--- src/rtl/regfile_access_pkg.sv ---
// Shared types and constants for the register-file access master.
package regfile_access_pkg;

  localparam int NBIT           = 64;
  localparam int NADDR          = 4;
  localparam int RAS_RD_LATENCY = 1;

  typedef enum logic [2:0] {
    IDLE,
    WRITE,
    RD_ISSUE,
    RD_CAPTURE,
    RESP
  } ras_state_e;

  typedef struct packed {
    logic             wr;
    logic [NADDR-1:0] addr;
    logic [NBIT-1:0]  data;
  } ras_req_t;

endpackage

--- src/rtl/regfile_access_master.sv ---
// Valid/ready bus initiator driving the register file's single-port pins.
// Optional build macro RF_WRITE_VERIFY_EN: read back every write and flag mismatches.
module regfile_access_master
  import regfile_access_pkg::*;
#(
  parameter int NBIT  = 64,
  parameter int NREG  = 16,
  parameter int NADDR = 4,
  parameter int CNT_W = 16
) (
  input  logic             CLK,
  input  logic             RESET,
  input  logic             REQ_VALID,
  output logic             REQ_READY,
  input  logic             REQ_WR,
  input  logic [NADDR-1:0] REQ_ADDR,
  input  logic [NBIT-1:0]  REQ_DATA,
  output logic             RSP_VALID,
  input  logic             RSP_READY,
  output logic [NBIT-1:0]  RSP_DATA,
  output logic             RSP_ERR,
  output logic             RF_ENABLE,
  output logic             RF_WR,
  output logic [NADDR-1:0] RF_ADDR,
  output logic [NBIT-1:0]  RF_DATAIN,
  input  logic [NBIT-1:0]  RF_OUT1,
  output logic [CNT_W-1:0] TXN_COUNT
);

  // One extra bit so NREG == 2**NADDR still compares correctly.
  localparam logic [NADDR:0] NREG_LIM = (NADDR + 1)'(NREG);

  ras_state_e       state, state_next;
  logic [NBIT-1:0]  req_data_reg, req_data_next;
  logic             req_ready_next;
  logic             rsp_valid_next;
  logic [NBIT-1:0]  rsp_data_next;
  logic             rsp_err_next;
  logic             rf_enable_next;
  logic             rf_wr_next;
  logic [NADDR-1:0] rf_addr_next;
  logic [NBIT-1:0]  rf_datain_next;
  logic [CNT_W-1:0] txn_count_next;
  logic             out_of_range;
`ifdef RF_WRITE_VERIFY_EN
  logic             req_wr_reg, req_wr_next;
`endif

  assign out_of_range = ({1'b0, REQ_ADDR} >= NREG_LIM);

  always_ff @(posedge CLK or posedge RESET) begin
    if (RESET) begin
      state        <= IDLE;
      req_data_reg <= '0;
      REQ_READY    <= 1'b0;
      RSP_VALID    <= 1'b0;
      RSP_DATA     <= '0;
      RSP_ERR      <= 1'b0;
      RF_ENABLE    <= 1'b0;
      RF_WR        <= 1'b0;
      RF_ADDR      <= '0;
      RF_DATAIN    <= '0;
      TXN_COUNT    <= '0;
`ifdef RF_WRITE_VERIFY_EN
      req_wr_reg   <= 1'b0;
`endif
    end else begin
      state        <= state_next;
      req_data_reg <= req_data_next;
      REQ_READY    <= req_ready_next;
      RSP_VALID    <= rsp_valid_next;
      RSP_DATA     <= rsp_data_next;
      RSP_ERR      <= rsp_err_next;
      RF_ENABLE    <= rf_enable_next;
      RF_WR        <= rf_wr_next;
      RF_ADDR      <= rf_addr_next;
      RF_DATAIN    <= rf_datain_next;
      TXN_COUNT    <= txn_count_next;
`ifdef RF_WRITE_VERIFY_EN
      req_wr_reg   <= req_wr_next;
`endif
    end
  end

  // Outputs are computed for the state being entered, so they appear registered.
  always_comb begin
    state_next     = state;
    req_data_next  = req_data_reg;
    rsp_valid_next = RSP_VALID;
    rsp_data_next  = RSP_DATA;
    rsp_err_next   = RSP_ERR;
    rf_enable_next = 1'b0;
    rf_wr_next     = 1'b0;
    rf_addr_next   = RF_ADDR;
    rf_datain_next = RF_DATAIN;
    txn_count_next = TXN_COUNT;
`ifdef RF_WRITE_VERIFY_EN
    req_wr_next    = req_wr_reg;
`endif

    case (state)
      IDLE: begin
        if (REQ_VALID && REQ_READY) begin
          req_data_next = REQ_DATA;
`ifdef RF_WRITE_VERIFY_EN
          req_wr_next   = REQ_WR;
`endif
          if (out_of_range) begin
            state_next     = RESP;
            rsp_valid_next = 1'b1;
            rsp_data_next  = '0;
            rsp_err_next   = 1'b1;
          end else begin
            rf_enable_next = 1'b1;
            rf_addr_next   = REQ_ADDR;
            if (REQ_WR) begin
              state_next     = WRITE;
              rf_wr_next     = 1'b1;
              rf_datain_next = REQ_DATA;
            end else begin
              state_next = RD_ISSUE;
            end
          end
        end
      end
      WRITE: begin
`ifdef RF_WRITE_VERIFY_EN
        state_next     = RD_ISSUE;
        rf_enable_next = 1'b1;
`else
        state_next     = RESP;
        rsp_valid_next = 1'b1;
        rsp_data_next  = req_data_reg;
        rsp_err_next   = 1'b0;
`endif
      end
      RD_ISSUE: state_next = RD_CAPTURE;
      RD_CAPTURE: begin
        // RF_OUT1 is valid here because the RF registers its read one cycle after ENABLE.
        state_next     = RESP;
        rsp_valid_next = 1'b1;
        rsp_data_next  = RF_OUT1;
`ifdef RF_WRITE_VERIFY_EN
        rsp_err_next   = req_wr_reg && (RF_OUT1 != req_data_reg);
`else
        rsp_err_next   = 1'b0;
`endif
      end
      RESP: begin
        if (RSP_READY) begin
          state_next     = IDLE;
          rsp_valid_next = 1'b0;
          txn_count_next = TXN_COUNT + CNT_W'(1);
        end
      end
      default: state_next = IDLE;
    endcase

    req_ready_next = (state_next == IDLE);
  end

endmodule

--- config.mk ---
export PLATFORM = sky130hd
export DESIGN_NAME = regfile_access_master
export DESIGN_NICKNAME = d
export VERILOG_FILES = /design/src/rtl/regfile_access_pkg.sv /design/src/rtl/regfile_access_master.sv
export SDC_FILE = /design/constraint.sdc
export NUM_CORES = 1
export LEC_CHECK = 0
export CORE_MARGIN = 4
export CORE_UTILIZATION = 46
export DETAILED_ROUTE_END_ITERATION = 8
export PLACE_DENSITY = 0.88
export SLEW_MARGIN = 40
export SYNTH_ARGS = -nofsm -noshare
export SYNTH_HDL_FRONTEND = slang
export SYNTH_SLANG_ARGS = --single-unit
--- constraint.sdc ---
create_clock -name CLK -period 9.4 [get_ports CLK]
set_clock_uncertainty 0.15 [all_clocks]
set_input_delay 2.35 -clock CLK [delete_from_list [all_inputs] [get_ports CLK]]
set_output_delay 2.35 -clock CLK [all_outputs]
set_load 0.02 [all_outputs]
==> reports/qor.yml <==
status: "finished clean"
rsz0062_at_grt: "no"
start_util: 0.4692
setup_violations: 0
cp_data_arrival_time_ns: 1.59
synth_top_flop_cell: "dfrtp_1"
vdd_ir_drop_max_mv: 0.2074
syn_nets: 783
netlist_instances: 645
cts_buffer_depth: 3
post_cts_buffers: 0
core_area_um2: 18710
syn_avg_cell_area_um2: 13.61
drt-pass1-iter-count: 4
worst_slack_ns: 5.307
synthesis.area_um2: 8776
p_leak_nw: 5.323
drc_errors: 0
cp-endpoint: "TXN_COUNT[2]"
clockRootBuffer: "clkbuf_16"
min_path_type: "reg2reg"
holdWs_ns: 0.3259
ant_nets: 0
yosysWarnings: 0
timing.reg2reg.setup_slack_ns: 7.05
rr_endpoint: "TXN_COUNT[14]$_DFFE_PP0P_"
clkTransAtPathRegs_ns: 0.06
grt_pass1_vias: 6683
crit_path_top_delay_cell: "clkdlybuf4s50_1"
grt_start_max_net_pins: 145
num_rows: 50
clock.fmax_ghz: 0.2443
synthArstFlopShare: 1.000
setup_tns_ns: 0
grt.total_usage: 0.2064
register_area_um2: 5484
grt_pass1_wl_um: 36070
diodes: 0
place_congestion: 0.7810
die_area_um2: 21350
drt-initial-drc-count: 198
pre_cts_ws_ns: 4.931
wl_per_cell_um: 18.85
cts.sink_count: 219
fill_cells: 1332
startpoint_type: "flop"
tightestPinTransition_ns: 0.7511
drv_cap: 0
final-max-slew-violation-count: 0
numCtsBuffers: 24
yosysMostFrequentCell: "dfrtp_1"
antenna_found_initial: 0
cts_tree: "built"
crit_cells: 1
path_max_fanout: 5
critPathTopFamily: "buffers and inverters"
yosys-top-cells-count: "219 x dfrtp_1, 134 x mux2_2, 70 x nand2_1, 65 x o21ai_0, 64 x mux2i_1"
powerDensity_nw_per_um2: 360.8
hold_viol_final: 0
die_h_um: 146.1
grt_overflow_total: 0
synth_top_area_frac: 0.6245
reg2reg_from: "state[1]$_DFF_PP0_"
relSlewSlack: 0.4993
worstPathCellList: "clkdlybuf4s50_1"
synth_enable_flop_cells: 0
wl_um: 22210
cts_resized: 0
dp_hpwl_um: 15310
critical_path_required_ns: 6.90
cts_max_level: 1
slowest_delay_ns: 0.66
critPathCaptureType: "primary output"
syn_to_final_growth_pct: 44.08
port-buffer-count: 288
fin_total_pwr_w: 0.004562
ys_seq_area_frac: 0.6245
ios: 290
vias: 6110
holdPathStages: 2
period_share: 0.4354
ctsHoldBuffers: 0
synth.distinct_cells: 25
ff2ff_path_depth: 4
yosys-top-cells-area: "dfrtp_1 62%, mux2_2 17%, mux2i_1 7.3%, o21ai_0 3.7%, nand2_1 3.0%"
worst-path-buf-inv: 1
die_width_um: 146.1
drive_above_1_share: 0.1939
multi_input_area_um2: 3099
period_needed_ns: 4.093
crit_start: "TXN_COUNT[2]$_DFFE_PP0P_"
nets: 1065
worstSetupPathType: "reg2out"
clock_latency_ns: 0.50
via_per_inst: 5.187
synth_seq_cells: 219
synth_top_cell_by_area: "dfrtp_1"
worst reg2reg max path: cells and delay by family (launching register included):
family / cells / cell delay, ns
and+or+nand+nor: 3 / 1.27
DFF: 1 / 0.66
xor gates and xnor gates: 1 / 0.16
worst min path at each step:
stage | start | endpoint
after global placement | RSP_VALID$_DFFE_PP0P_ | RSP_VALID$_DFFE_PP0P_
after floorplan | req_data_reg[0]$_DFFE_PP0P_ | req_data_reg[0]$_DFFE_PP0P_
after global routing | RSP_VALID$_DFFE_PP0P_ | RSP_VALID$_DFFE_PP0P_
after CTS | RSP_DATA[53]$_DFFE_PP0P_ | RSP_DATA[53]$_DFFE_PP0P_
after detailed placement | RSP_DATA[47]$_DFFE_PP0P_ | RSP_DATA[47]$_DFFE_PP0P_
final | RSP_DATA[47]$_DFFE_PP0P_ | RSP_DATA[47]$_DFFE_PP0P_
final cells by class:
type                       instances  share of cell area
timing repair buffer             295              0.2330
multi-input combinational        383              0.2451
clock buffer                      37             0.05779
inverter                           4            0.002177
tap                              234             0.02315
sequential                       219              0.4337
clock inverter                     6            0.005047
per-layer routing:
metal  up-vias  track usage  part of all wire
li1       2808            -                 -
met1      3045       0.2555              0.40
met2       209       0.3552              0.50
met3        48      0.05990             0.075
met4         0      0.05691             0.027
met5         -            0                 0
cell families after synthesis:
logic type               synth area share
AO/OA/AOI/OAI                     0.03835
buffers and inverters             0.02424
XOR/XNOR                          0.01497
AND/OR/NAND/NOR                   0.05118
multiplexers                       0.2449
adder cells (fa/ha/maj)          0.001425
flip-flops                         0.6245
other                           0.0004273
layout by cell type, fill, tap and decap left out:
cell	instances
a21oi_1	1
a31oi_1	1
and3_1	3
buf_4	4
buf_6	3
bufinv_16	1
clkbuf_1	6
clkbuf_16	25
clkbuf_8	6
clkdlybuf4s50_1	288
clkinv_2	2
clkinvlp_4	2
conb_1	1
dfrtp_1	218
dfrtp_4	1
ha_1	1
inv_1	3
inv_12	1
inv_6	1
mux2_2	134
mux2i_1	64
nand2_1	70
nand2b_4	1
nand3_1	10
nand4_1	3
nand4bb_1	1
nor2_1	7
nor2b_1	1
nor3_1	3
nor4_4	2
o21ai_0	65
xnor2_1	11
xor2_1	4
where the power goes:
group          internal [W]  switching, W
sequential          0.00140      0.000274
combinational       0.00102      0.000947
clock              0.000562      0.000366
total               0.00298       0.00159
metrics by stage:
step	area (um^2)	utilization	instances
finish	12640	0.6760	1178
global route	12640	0.6760	1178
CTS	12640	0.6758	1178
detailed placement	11850	0.6333	1135
global placement	11830	0.6326	1135
floorplan	8776	-	645
No activity file was read; power rests on OpenSTA's default activity.
==> variant 1 (config.mk and constraints unchanged) <==
`req_data_reg` no longer has a reset.
--- a/src/rtl/regfile_access_master.sv
+++ b/src/rtl/regfile_access_master.sv
@@ -53,3 +53,2 @@
       state        <= IDLE;
-      req_data_reg <= '0;
       REQ_READY    <= 1'b0;
@@ -68,3 +67,2 @@
       state        <= state_next;
-      req_data_reg <= req_data_next;
       REQ_READY    <= req_ready_next;
@@ -82,2 +80,6 @@
     end
+  end
+
+  always_ff @(posedge CLK) begin
+    req_data_reg <= req_data_next;
   end
Function: same outputs for any inputs over 4 cycles, from zero or initial values and one cycle with RESET high; that may be too few to reach the edited logic, so the function may still have changed.
==> variant 1 against the original RTL <==
- sequential cell count unchanged
- largest power group unchanged
- critical path depth increased by 4
- utilization increased by 0.95 points
- synthesized area decreased by 2.3%
- worst setup slack got worse by 0.54 ns
- design area decreased by 1.6%
- total power decreased by 4.5%
- routed wire length increased by 0.36%
- via count decreased by 8.3%
- synthesized cell count decreased by 11%
==> variant 1: results (changes against the original RTL) <==
- Layout cells sized above 1: 13.6% (was 19.4%)
- Hold Startpoint: RSP_DATA[45] (was RSP_DATA[47])
- Clk_lat worst skew: 0.49 ns
- Cell variety after synth: 29 (was 25)
- Hold Crit Class: reg -> reg (unchanged)
- Via density: 5.05 (was 5.19)
- IO buf count: 288 (unchanged)
- Synth cell count leaders: 155 x dfrtp_1, 78 x nand2_1, 65 x o21ai_0 (was 219 x dfrtp_1, 134 x mux2_2, 70 x nand2_1)
- Vias in the first global route: 6195 (was 6683)
- Post_cts resized: 0 (unchanged)
- CTS H-Tree Depth: 1 (unchanged)
- Antenna diodes: 0 (unchanged)
- Clock buffer count from CTS: 24 (unchanged)
- Fin nets: 1002 (was 1065)
- Buffer count from post-CTS setup fixing: 0 (unchanged)
- RR Endpoint: RF_ADDR[2] (was TXN_COUNT[14])
- Register area share after synthesis: 67.7% (was 62.4%)
- CP max FO: 37 (was 5)
- Status: completed (unchanged)
- Root buffer cell: clkbuf_16 (unchanged)
- Worst r2r path cells: 4 (unchanged)
- FFs w/ async S/R, synth: 70.8% (was 100%)
- Dpl ws: 4.25 ns (was 4.93 ns)
- GRT Overall Usage: 21.0% (was 20.6%)
- Net Switching: 1.50 mW (was 1.59 mW)
- GP Congestion: 0.808 (was 0.781)
- Synth area leaders: dfrtp_1 45%, edfxtp_1 22%, mux2_4 8.6%, mux2i_1 7.5%, o21ai_0 3.8% (was dfrtp_1 62%, mux2_2 17%, mux2i_1 7.3%, o21ai_0 3.7%, nand2_1 3.0%)
- DP HPWL: 15500 um (was 15300 um)
- Worst R2R Setup Slack: 6.24 ns (was 7.05 ns)
- DRT Wirelength: 22300 um (was 22200 um)
- Worst rel slew slack: 49.3% (was 49.9%)
- Hold EP: RSP_DATA[45] (was RSP_DATA[47])
- Peak VDD IR: 0.201 mV (was 0.207 mV)
- First-pass GRT wire length: 34200 um (was 36100 um)
- Post-synth EDFFs: 64 (was 0)
- Lkg Pwr: 5.10 nW (was 5.32 nW)
- Clock Tree Buf Depth: 3 (unchanged)
- Largest net degree at the start of global routing: 83 (was 145)
- Initial antenna violation count: 0 (unchanged)
- Initial drt markers: 257 (was 198)
- Fillers: 1250 (was 1332)
- Hold depth: 2 (unchanged)
- Drt pass-1 iters: 4 (unchanged)
- Syn Nets: 714 (was 783)
- RR Startpoint: state[1] (unchanged)
- Worst-path clk slew: 0.06 ns (about the same)
- Yosys warnings: 0 (unchanged)
-- variant 1: changes by cell type after synthesis, moves of 2 or more --
cell and change:
nand2_1 +8, edfxtp_1 +64, mux2_4 +49, dfrtp_1 -64, buf_6 +6, buf_2 -7, nand3_1 -6, buf_4 -5
inv_1 -2, nand4_1 +2, mux2_2 -114
-- variant 1: kinds of logic (layout without fill, tap and decap cells) --
logic type / Yosys count / in the layout / share of synthesized area (%)
AOI/OAI and AO/OA: 67 / 67 / 3.93
xor gates and xnor gates: 15 / 15 / 1.53
DFF: 219 / 219 / 67.7
and+or+nand+nor: 106 / 106 / 5.72
other: 1 / 1 / 0.0437
buffers and inverters: 34 / 339 / 2.29
muxes: 133 / 133 / 18.7
adders and majority gates: 1 / 1 / 0.146
-- variant 1: critical path, cell delays in order --
cell and delay [ns]:
clkdlybuf4s50_1 0.49, nand2_1 0.12, and4bb_4 0.79, buf_4 0.64, mux2_2 0.41
-- variant 1: power by group through the flow --
stage                     Sequential [mW]  Clock, mW  Combinational [mW]
after floorplan                      1.91          0               0.658
after global placement               1.59          0                1.79
after detailed placement             1.60          0                1.84
after CTS                            1.60      0.963                1.85
after global routing                 1.64       1.00                1.94
final                                1.60      0.943                1.82
-- variant 1: cell type report --
type	instances	area (um2)	share of cell area [%]
Clock inverter	4	43.8	0.352
Clock buffer	39	768	6.18
Multi-Input combinational cell	323	2590	20.8
Tap cell	229	287	2.30
Timing Repair Buffer	294	2940	23.6
Inverter	2	12.5	0.101
Sequential cell	219	5800	46.7
-- variant 1: metrics by stage --
| step | hold WS [ns] | total power, mW | area [um2] | instances | util [%] |
|---|---|---|---|---|---|
| floorplan | 0.355 | 2.57 | 8570 | 576 | - |
| global placement | 0.310 | 3.38 | 11600 | 1067 | 64.0 |
| detailed placement | 0.319 | 3.44 | 11600 | 1067 | 64.0 |
| CTS | 0.332 | 4.41 | 12400 | 1110 | 68.5 |
| global route | 0.358 | 4.58 | 12400 | 1110 | 68.6 |
| finish | 0.325 | 4.36 | 12400 | 1110 | 68.6 |
-- variant 1: worst max-delay path by stage --
stage,startpoint,to,slack (ns),cells after the start
after floorplan,RESET,REQ_READY,2.72,1
after global placement,REQ_VALID,RF_DATAIN[13],4.32,5
after detailed placement,REQ_VALID,RF_DATAIN[17],4.25,5
after CTS,REQ_VALID,RF_DATAIN[17],4.79,5
after global routing,REQ_VALID,RF_DATAIN[21],4.72,5
final,REQ_VALID,RF_DATAIN[21],4.77,5
-- variant 1: routing by layer --
| metal | global-route usage (%) | wire length [um] | vias up |
|---|---|---|---|
| li1 | - | - | 2607 |
| met1 | 25.5 | 8640 | 2753 |
| met2 | 37.0 | 11700 | 198 |
| met3 | 4.30 | 1230 | 45 |
| met4 | 7.76 | 723 | 0 |
| met5 | 0 | 0 | - |
==> variant 2 (same settings) <==
Made on the original files. Build with the macro `RF_WRITE_VERIFY_EN` defined.
--- a/src/rtl/regfile_access_master.sv
+++ b/src/rtl/regfile_access_master.sv
@@ -2,2 +2,4 @@
 // Optional build macro RF_WRITE_VERIFY_EN: read back every write and flag mismatches.
+`define RF_WRITE_VERIFY_EN
+
 module regfile_access_master
Formal check against the unedited RTL: not equivalent (a bounded check fails within 4 cycles, from zero or initial values and one cycle with RESET high).
==> variant 2 against the original RTL <==
- hold slack improved by 0.013 ns
- die area increased by 1.9%
- worst setup slack got worse by 0.41 ns
- non-clock buffer count decreased by 2
- utilization increased by 0.42 points
- total power decreased by 3.7%
- design area increased by 1.6%
- synthesized area increased by 2.0%
- sequential cell count increased by 2
- final cell count decreased by 1.8%
- routed wire length increased by 2.8%
- clock power decreased by 6.5%
- critical path type is now in -> reg
==> variant 2: results (changes against the original RTL) <==
- Status: completed (unchanged)
- Peak VDD IR: 0.216 mV (was 0.207 mV)
- IO buf count: 289 (was 288)
- Root buffer cell: clkbuf_16 (unchanged)
- Drt pass-1 iters: 4 (unchanged)
- Synth Area in XOR/XNOR: 7.73% (was 1.50%)
- Synth area leaders: dfrtp_1 62%, mux2_2 20%, xor2_1 6.8%, mux2_1 4.8%, nor4_1 1.2% (was dfrtp_1 62%, mux2_2 17%, mux2i_1 7.3%, o21ai_0 3.7%, nand2_1 3.0%)
- Layout cells sized above 1: 22.2% (was 19.4%)
- Fin nets: 1022 (was 1065)
- Mux share of post-synthesis cell area: 24.8% (was 24.5%)
- Hold Startpoint: TXN_COUNT[15] (was RSP_DATA[47])
- Sw frac: 33.5% (was 34.8%)
- Post-synthesis adder-cell area fraction: 0.140% (was 0.143%)
- Slowest cell on crit path: buf_6 (was clkdlybuf4s50_1)
- CP startpoint: REQ_VALID (was TXN_COUNT[2])
- Critical Path Sink: RF_DATAIN[29] (was TXN_COUNT[2])
- Post_cts resized: 0 (unchanged)
- Worst Path Arrival: 4.73 ns (was 1.59 ns)
- Syn Nets: 727 (was 783)
- Initial drt markers: 128 (was 198)
- Hold depth: 1 (was 2)
- DRT Wirelength: 22800 um (was 22200 um)
- Flop pwr share: 37.9% (was 36.6%)
- Worst R2R Setup Slack: 6.73 ns (was 7.05 ns)
- GRT Overall Usage: 20.8% (was 20.6%)
- Compound-Gate Fraction of Synth Area: 0.545% (was 3.84%)
- Hold slack final: 0.339 ns (was 0.326 ns)
- Fillers: 1329 (was 1332)
- Hold Crit Class: reg -> reg (unchanged)
- CP max FO: 70 (was 5)
- Worst rel slew slack: 51.5% (was 49.9%)
- Vias post-DR: 5852 (was 6110)
- First-pass GRT wire length: 35900 um (was 36100 um)
- GP Congestion: 0.808 (was 0.781)
- RR Startpoint: state[1] (unchanged)
- Hold EP: TXN_COUNT[15] (was RSP_DATA[47])
- Cell variety after synth: 27 (was 25)
- Comb pwr share: 42.3% (was 43.1%)
- Synth cell count leaders: 221 x dfrtp_1, 159 x mux2_2, 70 x xor2_1 (was 219 x dfrtp_1, 134 x mux2_2, 70 x nand2_1)
- Vias in the first global route: 6514 (was 6683)
- Lkg Pwr: 5.48 nW (was 5.32 nW)
==> variant 2: metal layers <==
layer	vias to the layer above	wire [um]	track usage, %
li1	2663	-	-
met1	2934	8860	25.1
met2	218	11800	36.9
met3	37	1630	5.67
met4	0	576	5.27
met5	-	0	0
==> variant 2: area by class of cell <==
class                           instances  area, um2  share of cell area, %
Clock inverter                          3       21.3                  0.166
Inverter                                5       31.3                  0.243
Tap cell                              260        325                   2.53
Clock buffer                           36        707                   5.50
Sequential cell                       221       5530                   43.0
Multi-Input combinational cell        339       3310                   25.7
Timing Repair Buffer                  293       2930                   22.8
==> variant 2: stage by stage <==
| stage | worst slack [ns] | util [%] | std cells | instance area (um2) |
|---|---|---|---|---|
| final | 4.90 | 68.0 | 1157 | 12900 |
| after global routing | 4.80 | 68.0 | 1157 | 12900 |
| after CTS | 4.94 | 68.0 | 1157 | 12900 |
| after detailed placement | 4.42 | 64.2 | 1118 | 12100 |
| after global placement | 3.95 | 64.1 | 1118 | 12100 |
| after floorplan | 0.851 | - | 589 | 8950 |
